### config.mk
export PLATFORM = sky130hd
export DESIGN_NAME = hazard_unit
export DESIGN_NICKNAME = d
export VERILOG_FILES = /design/src/rtl/hazard_unit.sv
export SDC_FILE = /design/constraint.sdc
export NUM_CORES = 1
export LEC_CHECK = 0
export CAP_MARGIN = 20
export CORE_ASPECT_RATIO = 1.25
export CORE_UTILIZATION = 26
export DETAILED_ROUTE_END_ITERATION = 7
export PLACE_DENSITY = 0.81
export SETUP_SLACK_MARGIN = 0.15
export SLEW_MARGIN = 10
export SYNTH_ARGS = -nofsm -noshare
export SYNTH_HDL_FRONTEND = slang
export SYNTH_SLANG_ARGS = --single-unit
### constraint.sdc
create_clock -name clk -period 2.4 [get_ports clk]
set_input_delay 0.72 -clock clk [delete_from_list [all_inputs] [get_ports clk]]
set_output_delay 0.72 -clock clk [all_outputs]
set_load 0.03 [all_outputs]
### src/rtl/hazard_unit.sv
// hazard_unit: pipeline hazard controller for the PC, IF/ID and ID/EX registers.
// Detects load-use hazards (ID vs. load in EX) and EX-resolved branch
// mispredictions, and holds the stall or flush for a parameterised number
// of cycles with a small counter-driven FSM. Control outputs are Mealy.
//
// Parameters:
//   LOAD_LATENCY  total stall cycles per load-use hazard (1..15)
//   FLUSH_CYCLES  total flush cycles per misprediction (1..15)
// Ports:
//   clk, reset           clock, synchronous active-high reset
//   id_rs1/rs2_addr_i    source register indices of the ID instruction
//   id_rs1/rs2_use_i     ID instruction actually reads rs1 / rs2
//   ex_reg_wr_addr_i     destination register of the EX instruction
//   ex_reg_wr_sig_i      EX instruction writes the register file
//   ex_is_load_i         EX instruction is a load
//   ex_br_mispred_i      EX branch/jump resolved against its prediction
//   pc_stall_o           hold PC
//   if_id_stall_o        hold IF/ID
//   if_id_flush_o        clear IF/ID to NOP
//   id_ex_bubble_o       insert bubble into ID/EX
//   stall_cnt_o          stall-cycle performance counter
//   flush_cnt_o          misprediction performance counter
// Build option:
//   HAZARD_PERF_CNT_EN   when defined, builds the two performance counters;
//                        otherwise stall_cnt_o / flush_cnt_o are tied to 0.
module hazard_unit #(
  parameter int unsigned LOAD_LATENCY = 1,
  parameter int unsigned FLUSH_CYCLES = 1
) (
  input  logic        clk,
  input  logic        reset,
  input  logic [4:0]  id_rs1_addr_i,
  input  logic [4:0]  id_rs2_addr_i,
  input  logic        id_rs1_use_i,
  input  logic        id_rs2_use_i,
  input  logic [4:0]  ex_reg_wr_addr_i,
  input  logic        ex_reg_wr_sig_i,
  input  logic        ex_is_load_i,
  input  logic        ex_br_mispred_i,
  output logic        pc_stall_o,
  output logic        if_id_stall_o,
  output logic        if_id_flush_o,
  output logic        id_ex_bubble_o,
  output logic [31:0] stall_cnt_o,
  output logic [31:0] flush_cnt_o
);

  localparam int unsigned CNT_W  = 4;
  localparam int unsigned PERF_W = 32;

  // First cycle is spent in RUN, so the hold states cover the remainder.
  localparam logic [CNT_W-1:0] STALL_RELOAD = CNT_W'(LOAD_LATENCY - 1);
  localparam logic [CNT_W-1:0] FLUSH_RELOAD = CNT_W'(FLUSH_CYCLES - 1);
  localparam logic             STALL_MULTI  = (LOAD_LATENCY > 1);
  localparam logic             FLUSH_MULTI  = (FLUSH_CYCLES > 1);

  typedef enum logic [1:0] {
    ST_RUN   = 2'd0,
    ST_STALL = 2'd1,
    ST_FLUSH = 2'd2
  } state_e;

  state_e           state_q, state_d;
  logic [CNT_W-1:0] cnt_q, cnt_d;
  logic             load_use_c;
  logic             stall_c;
  logic             flush_c;

  // x0 never carries a hazard.
  assign load_use_c = ex_is_load_i & ex_reg_wr_sig_i & (ex_reg_wr_addr_i != 5'd0) &
                      ((id_rs1_use_i & (id_rs1_addr_i == ex_reg_wr_addr_i)) |
                       (id_rs2_use_i & (id_rs2_addr_i == ex_reg_wr_addr_i)));

  // State register.
  always_ff @(posedge clk) begin
    if (reset) begin
      state_q <= ST_RUN;
      cnt_q   <= '0;
    end else begin
      state_q <= state_d;
      cnt_q   <= cnt_d;
    end
  end

  // Next-state logic; a mispredict always wins and (re)starts the flush.
  always_comb begin
    state_d = state_q;
    cnt_d   = cnt_q;
    if (ex_br_mispred_i) begin
      state_d = FLUSH_MULTI ? ST_FLUSH : ST_RUN;
      cnt_d   = FLUSH_RELOAD;
    end else begin
      unique case (state_q)
        ST_RUN: begin
          if (load_use_c && STALL_MULTI) begin
            state_d = ST_STALL;
            cnt_d   = STALL_RELOAD;
          end
        end
        ST_STALL, ST_FLUSH: begin
          if (cnt_q <= 4'd1) begin
            state_d = ST_RUN;
            cnt_d   = '0;
          end else begin
            cnt_d = cnt_q - 4'd1;
          end
        end
        default: begin
          state_d = ST_RUN;
          cnt_d   = '0;
        end
      endcase
    end
  end

  // Output logic; flush masks stall, and reset masks everything.
  always_comb begin
    flush_c = 1'b0;
    stall_c = 1'b0;
    if (!reset) begin
      flush_c = ex_br_mispred_i | (state_q == ST_FLUSH);
      stall_c = !flush_c & ((state_q == ST_STALL) | ((state_q == ST_RUN) & load_use_c));
    end
  end

  assign pc_stall_o     = stall_c;
  assign if_id_stall_o  = stall_c;
  assign if_id_flush_o  = flush_c;
  assign id_ex_bubble_o = stall_c | flush_c;

`ifdef HAZARD_PERF_CNT_EN
  logic [PERF_W-1:0] stall_cnt_q, stall_cnt_d;
  logic [PERF_W-1:0] flush_cnt_q, flush_cnt_d;

  // Free-running wrap-around performance counters.
  always_comb begin
    stall_cnt_d = stall_cnt_q + PERF_W'(stall_c);
    flush_cnt_d = flush_cnt_q + PERF_W'(ex_br_mispred_i);
  end

  always_ff @(posedge clk) begin
    if (reset) begin
      stall_cnt_q <= '0;
      flush_cnt_q <= '0;
    end else begin
      stall_cnt_q <= stall_cnt_d;
      flush_cnt_q <= flush_cnt_d;
    end
  end

  // Read as zero for the whole reset window, including its first cycle.
  assign stall_cnt_o = reset ? '0 : stall_cnt_q;
  assign flush_cnt_o = reset ? '0 : flush_cnt_q;
`else
  assign stall_cnt_o = '0;
  assign flush_cnt_o = '0;
`endif

endmodule

Yosys cells after proc, flatten, opt, wreduce, memory -nomap -nowiden. Index checks and enable logic that the tools add are counted. Widths: inputs -> output; s select.

Input port bits: 22. Logic and storage cells: 33. Register bits: 6.

Reductions and logical operators: 6. Muxes and demuxes: 6. Equal/unequal tests: 5. Add/subtract/negate cells: 1. Bitwise logic cells: 12. Magnitude comparators: 1.

Operators by type and width (number): $eq 5x5->1 (2); $pmux 4 s2 (1); $and 1x1->1 (7); $reduce_bool 5->1 (1); $le 4x1->1 const B (1); $mux 4 (1); $or 1x1->1 (4); $pmux 2 s2 (1); $reduce_or 2->1 (2); $sub 4x1->4 const B (1); $eq 2x1->1 const B (1); $eq 2x2->1 const B (1); $logic_not 2->1 (1); $mux 1 (2); $mux 2 (1); $ne 2x2->1 const B (1); $reduce_and 2->1 (1); $logic_not 1->1 (1); $not 1->1 (1).

Longest topological paths before layout. Gate-level depths: netlist (run 1).

Depth in word-level cells: 9. Depth in mapped cells: 5.

Least setup slack after synthesis (run 1). OpenSTA, ideal clock, no wires.

Path kind: input to output. Start: in ex_reg_wr_addr_i[4]. End: out pc_stall_o. Arrival time: 2.015 ns. Setup slack: -0.335 ns. Cell stages on the path: 5. Data required time: 1.680 ns. Cells stage by stage: xor2_1 -> nor4_1 -> a32oi_1 -> nor3_2 -> buf_4.

Word-level cells in the longest chain between the ends: 8. Elaborated cells on any way between the ends: 12. Classes of those cells: eq/ne (2); mux (1); bitwise (8); reduce/logical (1).

Ends and longest elaborated chain: start: declaration (RTL line 36) `input logic [4:0] ex_reg_wr_addr_i,`; $eq 5x5->1, on equally long branches (RTL line 71, 72); $and 1x1->1, on equally long branches (RTL line 71, 72); $or 1x1->1 (RTL line 71) `((id_rs1_use_i & (id_rs1_addr_i == ex_reg_wr_addr_i)) |`; $and 1x1->1 (*) (RTL line 70) `assign load_use_c = ex_is_load_i & ex_reg_wr_sig_i & (ex_reg_wr_addr_i != 5'd0) &`; $and 1x1->1 (*) (RTL line 122) `stall_c = !flush_c & ((state_q == ST_STALL) | ((state_q == ST_RUN) & load_use_c));`; $or 1x1->1 (*) (RTL line 122); $and 1x1->1 (*) (RTL line 122); $mux 1 (*) (RTL line 120) `if (!reset) begin`; end: declaration (RTL line 40) `output logic pc_stall_o,`.

Mark *: on every way between the ends. The rest lies on a longest branch, timed or not.

Worst setup path after layout (run 1).
Start: in id_rs1_addr_i[4]. End: out pc_stall_o.

Word-level cells in the longest chain between the ends: 8.

Ends and longest elaborated chain: start: declaration (RTL line 32) `input logic [4:0] id_rs1_addr_i,`; $eq 5x5->1 (RTL line 71); $and 1x1->1 (RTL line 71); $or 1x1->1 (RTL line 71); $and 1x1->1 (RTL line 70); $and 1x1->1 (RTL line 122); $or 1x1->1 (RTL line 122); $and 1x1->1 (RTL line 122); $mux 1 (RTL line 120).

No other way between the ends.

==> results.cfg, run 1 <==
[yosys]
post-synth-top-area-fraction_pct = 74.6
synthTopCellsByArea = sky130_fd_sc_hd__buf_4 (75%), sky130_fd_sc_hd__xor2_1 (11%), sky130_fd_sc_hd__xnor2_1 (2.7%), sky130_fd_sc_hd__nor4_1 (1.9%), sky130_fd_sc_hd__nor3_2 (1.5%)
synth_area_per_cell_um2 = 7.52
synth_area_um2 = 654
synth_seq_area_share_pct = 0
synth.distinct_cells = 14
yosys.area.top_type = sky130_fd_sc_hd__buf_4
synthesis.yosys.warnings = 0
synthCells = 87

[critical_path]
setup.worst_path.start_class = input port
cells_traversed_along_the_worst_timing_path = clkdlybuf4s15_1 > xor2_1 > nor4_2 > a32oi_2 > nor3_4 > buf_6
cp_max_fo = 2
cp.arrival_ps = 1870
critical_path_depth = 6
cp_slowest_cell = sky130_fd_sc_hd__nor4_2
path_class = input port to output pin
delay_of_the_slowest_critical_path_stage_ps = 280
path_delay_family = simple AND/OR/NAND/NOR gates
required_ps = 1680
endpoint_kind = output pin
buf_inv_on_cp = 2

[run_status]
violations_in_the_final_reports = setup timing
status = finished, violations left

[timing]
final-setup-viol-count = 3
final.setup.worst_slack_ps = -189
hold_viol = 0
hold-worst-slack_ps = 1940
final.min_clock_period_ps = 2590
drv_slew = 0
grt_setup_unrepaired = yes
layout_worst_path_cycle_share_pct = 108
max_freq_mhz = 386

[finish]
drive_above_1_share_pct = 24.8
design.seq.count = 0
finalNonFillerCells = 144
multiInputGateArea_um2 = 480
finalNetCount = 137
fillers = 254
area.sequential_um2 = 0
areaGrowthSynthToFinish_pct = 18.9
final.clkbuf_count = 0
insertedDiodeCount = 0

[placed_design]
dp_cells = 144
dp_hpwl_um = 908
dp_worst_setup_slack_ps = -618
number_of_buffers_inserted_by_port_buffering = 25
finalWeightedCongestion = 0.588

[die]
chipWidth_um = 46.9
die_area_um2 = 2720
effective_utilization_at_floorplan_pct = 28.7
core_region_area_um2 = 2280
boundaryPins = 90
fp.dieH_um = 58.1
number_of_rows_created_at_floorplan = 19

[grt]
grt_first_pass_wirelength_um = 1160
largest_net_degree_at_the_start_of_global_routing = 4
globalRouteTotalUtil_pct = 5.71
antenna_found_initial = 0
via_count_of_the_first_global_routing_pass = 294
globalRouteOverflowTotal = 0

[power_and_ir_drop]
power.leakage_uw = 0.000431
peakVddDrop_mv = 0.0934
p_total_uw = 211
power.density_cell_area_nw_per_um2 = 270

[detailed_routing]
drt_iter0_drc = 0
detailroute.via_count = 437
drtAntennaViolNets = 0
wl_per_cell_um = 6.52
drt_wl_total_um = 939
drt-pass1-iter-count = 1
drcViolationCount = 0
avgViaCountPerCell = 3.03

[clock_network]
holdBufCountCts = 0
cts_post_setup_buffers_inserted = 0

[job]
drv_cap = 0

[min_path]
hold_path_depth = 4
worstHoldPathType = input port to output pin
[stage by stage]
| stage | cell area, um^2 | util [%] | setup TNS [ps] |
|---|---|---|---|
| after floorplan | 901 | - | -358 |
| after global placement | 711 | 31.1 | -1830 |
| after detailed placement | 711 | 31.1 | -1820 |
| after CTS | 774 | 33.9 | -529 |
| after global routing | 778 | 34.1 | -811 |
| final | 778 | 34.1 | -531 |
[cells in the mapped netlist]
master and number:
sky130_fd_sc_hd__xnor2_1 2, sky130_fd_sc_hd__xor2_1 8, sky130_fd_sc_hd__o21ai_2 1, sky130_fd_sc_hd__and2_0 1
sky130_fd_sc_hd__or4_1 1, sky130_fd_sc_hd__conb_1 1, sky130_fd_sc_hd__o21bai_1 1, sky130_fd_sc_hd__a32oi_1 1
sky130_fd_sc_hd__nor2b_1 1, sky130_fd_sc_hd__nand2_1 1, sky130_fd_sc_hd__nor3_2 1, sky130_fd_sc_hd__buf_4 65
sky130_fd_sc_hd__nor4_1 2, sky130_fd_sc_hd__nor2_1 1
[metal layers]
layer / global-route usage [%] / vias to the layer above / wire length [um]
met4: 0 / 0 / 0
met1: 6.02 / 186 / 277
met2: 11.9 / 59 / 484
met5: 0 / - / 0
met3: 0.623 / 0 / 178
li1: - / 192 / -
[final timing paths]
path | slack, ps | end | start
worst max-delay path | -190 | pc_stall_o | id_rs1_addr_i[4]
worst min-delay path | 1940 | if_id_stall_o | ex_br_mispred_i
[placed cells by master (no fill, tap or decap), types with 2 or more instances in the layout]
master / Yosys / routed
sky130_fd_sc_hd__buf_4: 65 / 4
sky130_fd_sc_hd__clkdlybuf4s50_1: 0 / 4
sky130_fd_sc_hd__dlygate4sd2_1: 0 / 4
sky130_fd_sc_hd__buf_6: 0 / 7
sky130_fd_sc_hd__conb_1: 1 / 64
sky130_fd_sc_hd__xor2_1: 8 / 5
sky130_fd_sc_hd__xor2_2: 0 / 3
sky130_fd_sc_hd__nor4_2: 0 / 2
sky130_fd_sc_hd__clkdlybuf4s15_1: 0 / 4
sky130_fd_sc_hd__buf_2: 0 / 4
[power by group]
part,internal [uW],leakage [uW],switching (uW)
registers,0,0,0
logic,46.6,0.000431,164
clock network,0,0,0
[repair_timing]
item                                    4_1_cts  5_1_grt
cloned                                        0        0
gates resized for setup                      69        2
pin swaps                                    14        4
endpoints found under the setup margin        4        3
endpoints found under the hold margin         0        0
[area by class of cell]
class,count,area share [%]
repair buffers,28,33.3
well taps,31,4.98
multi-input cells,85,61.7
[cells by family (layout without fill, tap and decap cells)]
logic type / Yosys count / count (layout) / synth area share [%]
compound gates: 3 / 3 / 3.83
simple gates: 8 / 8 / 7.65
xor+xnor: 10 / 10 / 13.4
buf+inv: 65 / 28 / 74.6
other cells: 1 / 64 / 0.573
Power figures use the tool's default switching activity.
==> run 2, diff against run 1 <==
- ABC_AREA: default -> 0
- GPL_TIMING_DRIVEN: default -> 0
- TNS_END_PERCENT: default -> 30
==> run 2 against run 1 <==
Against the previous run:
- the run still ends with setup timing left
- largest cell class is now buffers
- count of clock-buffer cells in the layout is the same
- non-clock buffer count rose by 62
- die area stayed put
- wire length increased by 43%
- combinational power rose by 36%
- via count increased by 37%
- worst setup slack better by 13 ps
- maximum frequency rose by 0.49%
- sequential share of layout area stayed put
- utilization up 20 points
==> results.cfg, run 2 (synthesis results as in run 1) <==
[run_status]
status = finished, violations left
violations_in_the_final_reports = setup timing

[grt]
globalRouteTotalUtil_pct = 8.25
antenna_found_initial = 0
via_count_of_the_first_global_routing_pass = 470
grt_first_pass_wirelength_um = 1760
globalRouteOverflowTotal = 0
largest_net_degree_at_the_start_of_global_routing = 4

[power_and_ir_drop]
peakVddDrop_mv = 0.139
p_total_uw = 287
power.leakage_uw = 0.000772
power.density_cell_area_nw_per_um2 = 234

[placed_design]
dp_worst_setup_slack_ps = -1240
placed_area_um2 = 1190
number_of_buffers_inserted_by_port_buffering = 25
finalWeightedCongestion = 0.648
dp_cells = 206

[finish]
drive_above_1_share_pct = 50.3
finalNonFillerCells = 206
area.sequential_um2 = 0
insertedDiodeCount = 0
areaGrowthSynthToFinish_pct = 87.0
design.seq.count = 0
final.clkbuf_count = 0
stdcell_area_um2 = 1220
final_core_utilization_pct = 53.6
mostFrequentLayoutCells = sky130_fd_sc_hd__buf_4 (67), sky130_fd_sc_hd__conb_1 (64), sky130_fd_sc_hd__xor2_1 (7)
finalNetCount = 199
most_common_library_cell_in_the_layout_ignoring_fill_and_taps = sky130_fd_sc_hd__buf_4

[timing]
hold_viol = 0
final.min_clock_period_ps = 2580
layout_worst_path_cycle_share_pct = 107
max_freq_mhz = 388
final.setup.worst_slack_ps = -177
grt_setup_unrepaired = yes
final-setup-viol-count = 3
drv_slew = 0

[critical_path]
endpoint_kind = output pin
path_class = input port to output pin
endpoint = pc_stall_o
timing.critical_path.from = ex_reg_wr_addr_i[1]
required_ps = 1680
cp_max_fo = 3
cp.arrival_ps = 1860
setup.worst_path.start_class = input port

[clock_network]
holdBufCountCts = 0
cts_post_setup_buffers_inserted = 0

[detailed_routing]
wl_per_cell_um = 6.52
drtAntennaViolNets = 0
drt_wl_total_um = 1340
drcViolationCount = 0
detailroute.via_count = 598
drt_iter0_drc = 0
avgViaCountPerCell = 2.90
drt-pass1-iter-count = 1

[die]
boundaryPins = 90
fp.dieH_um = 58.1
number_of_rows_created_at_floorplan = 19
core_region_area_um2 = 2280
effective_utilization_at_floorplan_pct = 28.7
chipWidth_um = 46.9
die_area_um2 = 2720

[job]
drv_cap = 0

[min_path]
worstHoldPathType = input port to output pin
[run 2: changes by cell type in the layout (fill, tap and decap cells not counted)]
| cell | previous run | this run |
|---|---|---|
| sky130_fd_sc_hd__nor2b_4 | 1 | 0 |
| sky130_fd_sc_hd__nor2b_2 | 0 | 1 |
| sky130_fd_sc_hd__clkdlybuf4s15_2 | 0 | 1 |
| sky130_fd_sc_hd__dlygate4sd2_1 | 4 | 5 |
| sky130_fd_sc_hd__dlymetal6s2s_1 | 0 | 1 |
| sky130_fd_sc_hd__xor2_1 | 5 | 7 |
| sky130_fd_sc_hd__clkbuf_4 | 0 | 1 |
| sky130_fd_sc_hd__clkdlybuf4s15_1 | 4 | 3 |
| sky130_fd_sc_hd__xor2_2 | 3 | 1 |
| sky130_fd_sc_hd__buf_4 | 4 | 67 |
| sky130_fd_sc_hd__buf_2 | 4 | 3 |
| sky130_fd_sc_hd__buf_6 | 7 | 5 |
| sky130_fd_sc_hd__clkdlybuf4s50_1 | 4 | 3 |
[run 2: critical path, stage by stage]
cell and delay, ps:
sky130_fd_sc_hd__buf_4 130, sky130_fd_sc_hd__xor2_2 140, sky130_fd_sc_hd__nor4_2 280, sky130_fd_sc_hd__a32oi_2 190, sky130_fd_sc_hd__nor3_4 160, sky130_fd_sc_hd__buf_6 120
sky130_fd_sc_hd__buf_6 110
[run 2: final cells by class]
| type | instances | area (um^2) |
|---|---|---|
| fill | 226 | 1060 |
| timing repair buffer | 25 | 233 |
| tap | 31 | 38.8 |
| buffer | 65 | 492 |
| multi-input combinational | 85 | 460 |
[run 2: layer usage]
metal	wire, um	track usage (%)	vias to the layer above
li1	-	-	319
met1	410	8.05	220
met2	699	18.1	59
met3	233	0.623	0
met4	0	0	0
met5	0	0	-
[run 2: report_power, final]
part	internal, uW	leakage (uW)	switching, uW	total, uW
clock	0	0	0	0
combinational	111	0.000772	176	287
sequential	0	0	0	0
[run 2: repair_timing]
action                                  4_1_cts  5_1_grt
endpoints found under the setup margin        4        3
gates resized for setup                      85        3
pin swaps                                    16        3
[run 2: how the worst min path moves through the flow]
| stage | startpoint | to | depth (start not counted) | slack, ps |
|---|---|---|---|---|
| after floorplan | ex_br_mispred_i | if_id_stall_o | 1 | 1490 |
| after global placement | reset | if_id_flush_o | 3 | 2560 |
| after detailed placement | reset | if_id_flush_o | 3 | 2570 |
| after CTS | ex_br_mispred_i | if_id_stall_o | 3 | 1930 |
| after global routing | ex_br_mispred_i | if_id_stall_o | 3 | 1960 |
| final | ex_br_mispred_i | if_id_stall_o | 3 | 1930 |
[run 2: metrics by stage]
| step | TNS, ps | hold slack [ps] |
|---|---|---|
| final | -479 | 1930 |
| after global placement | -3870 | 2560 |
| after detailed placement | -3970 | 2570 |
| after floorplan | -358 | 1490 |
| after global routing | -738 | 1960 |
| after CTS | -540 | 1930 |
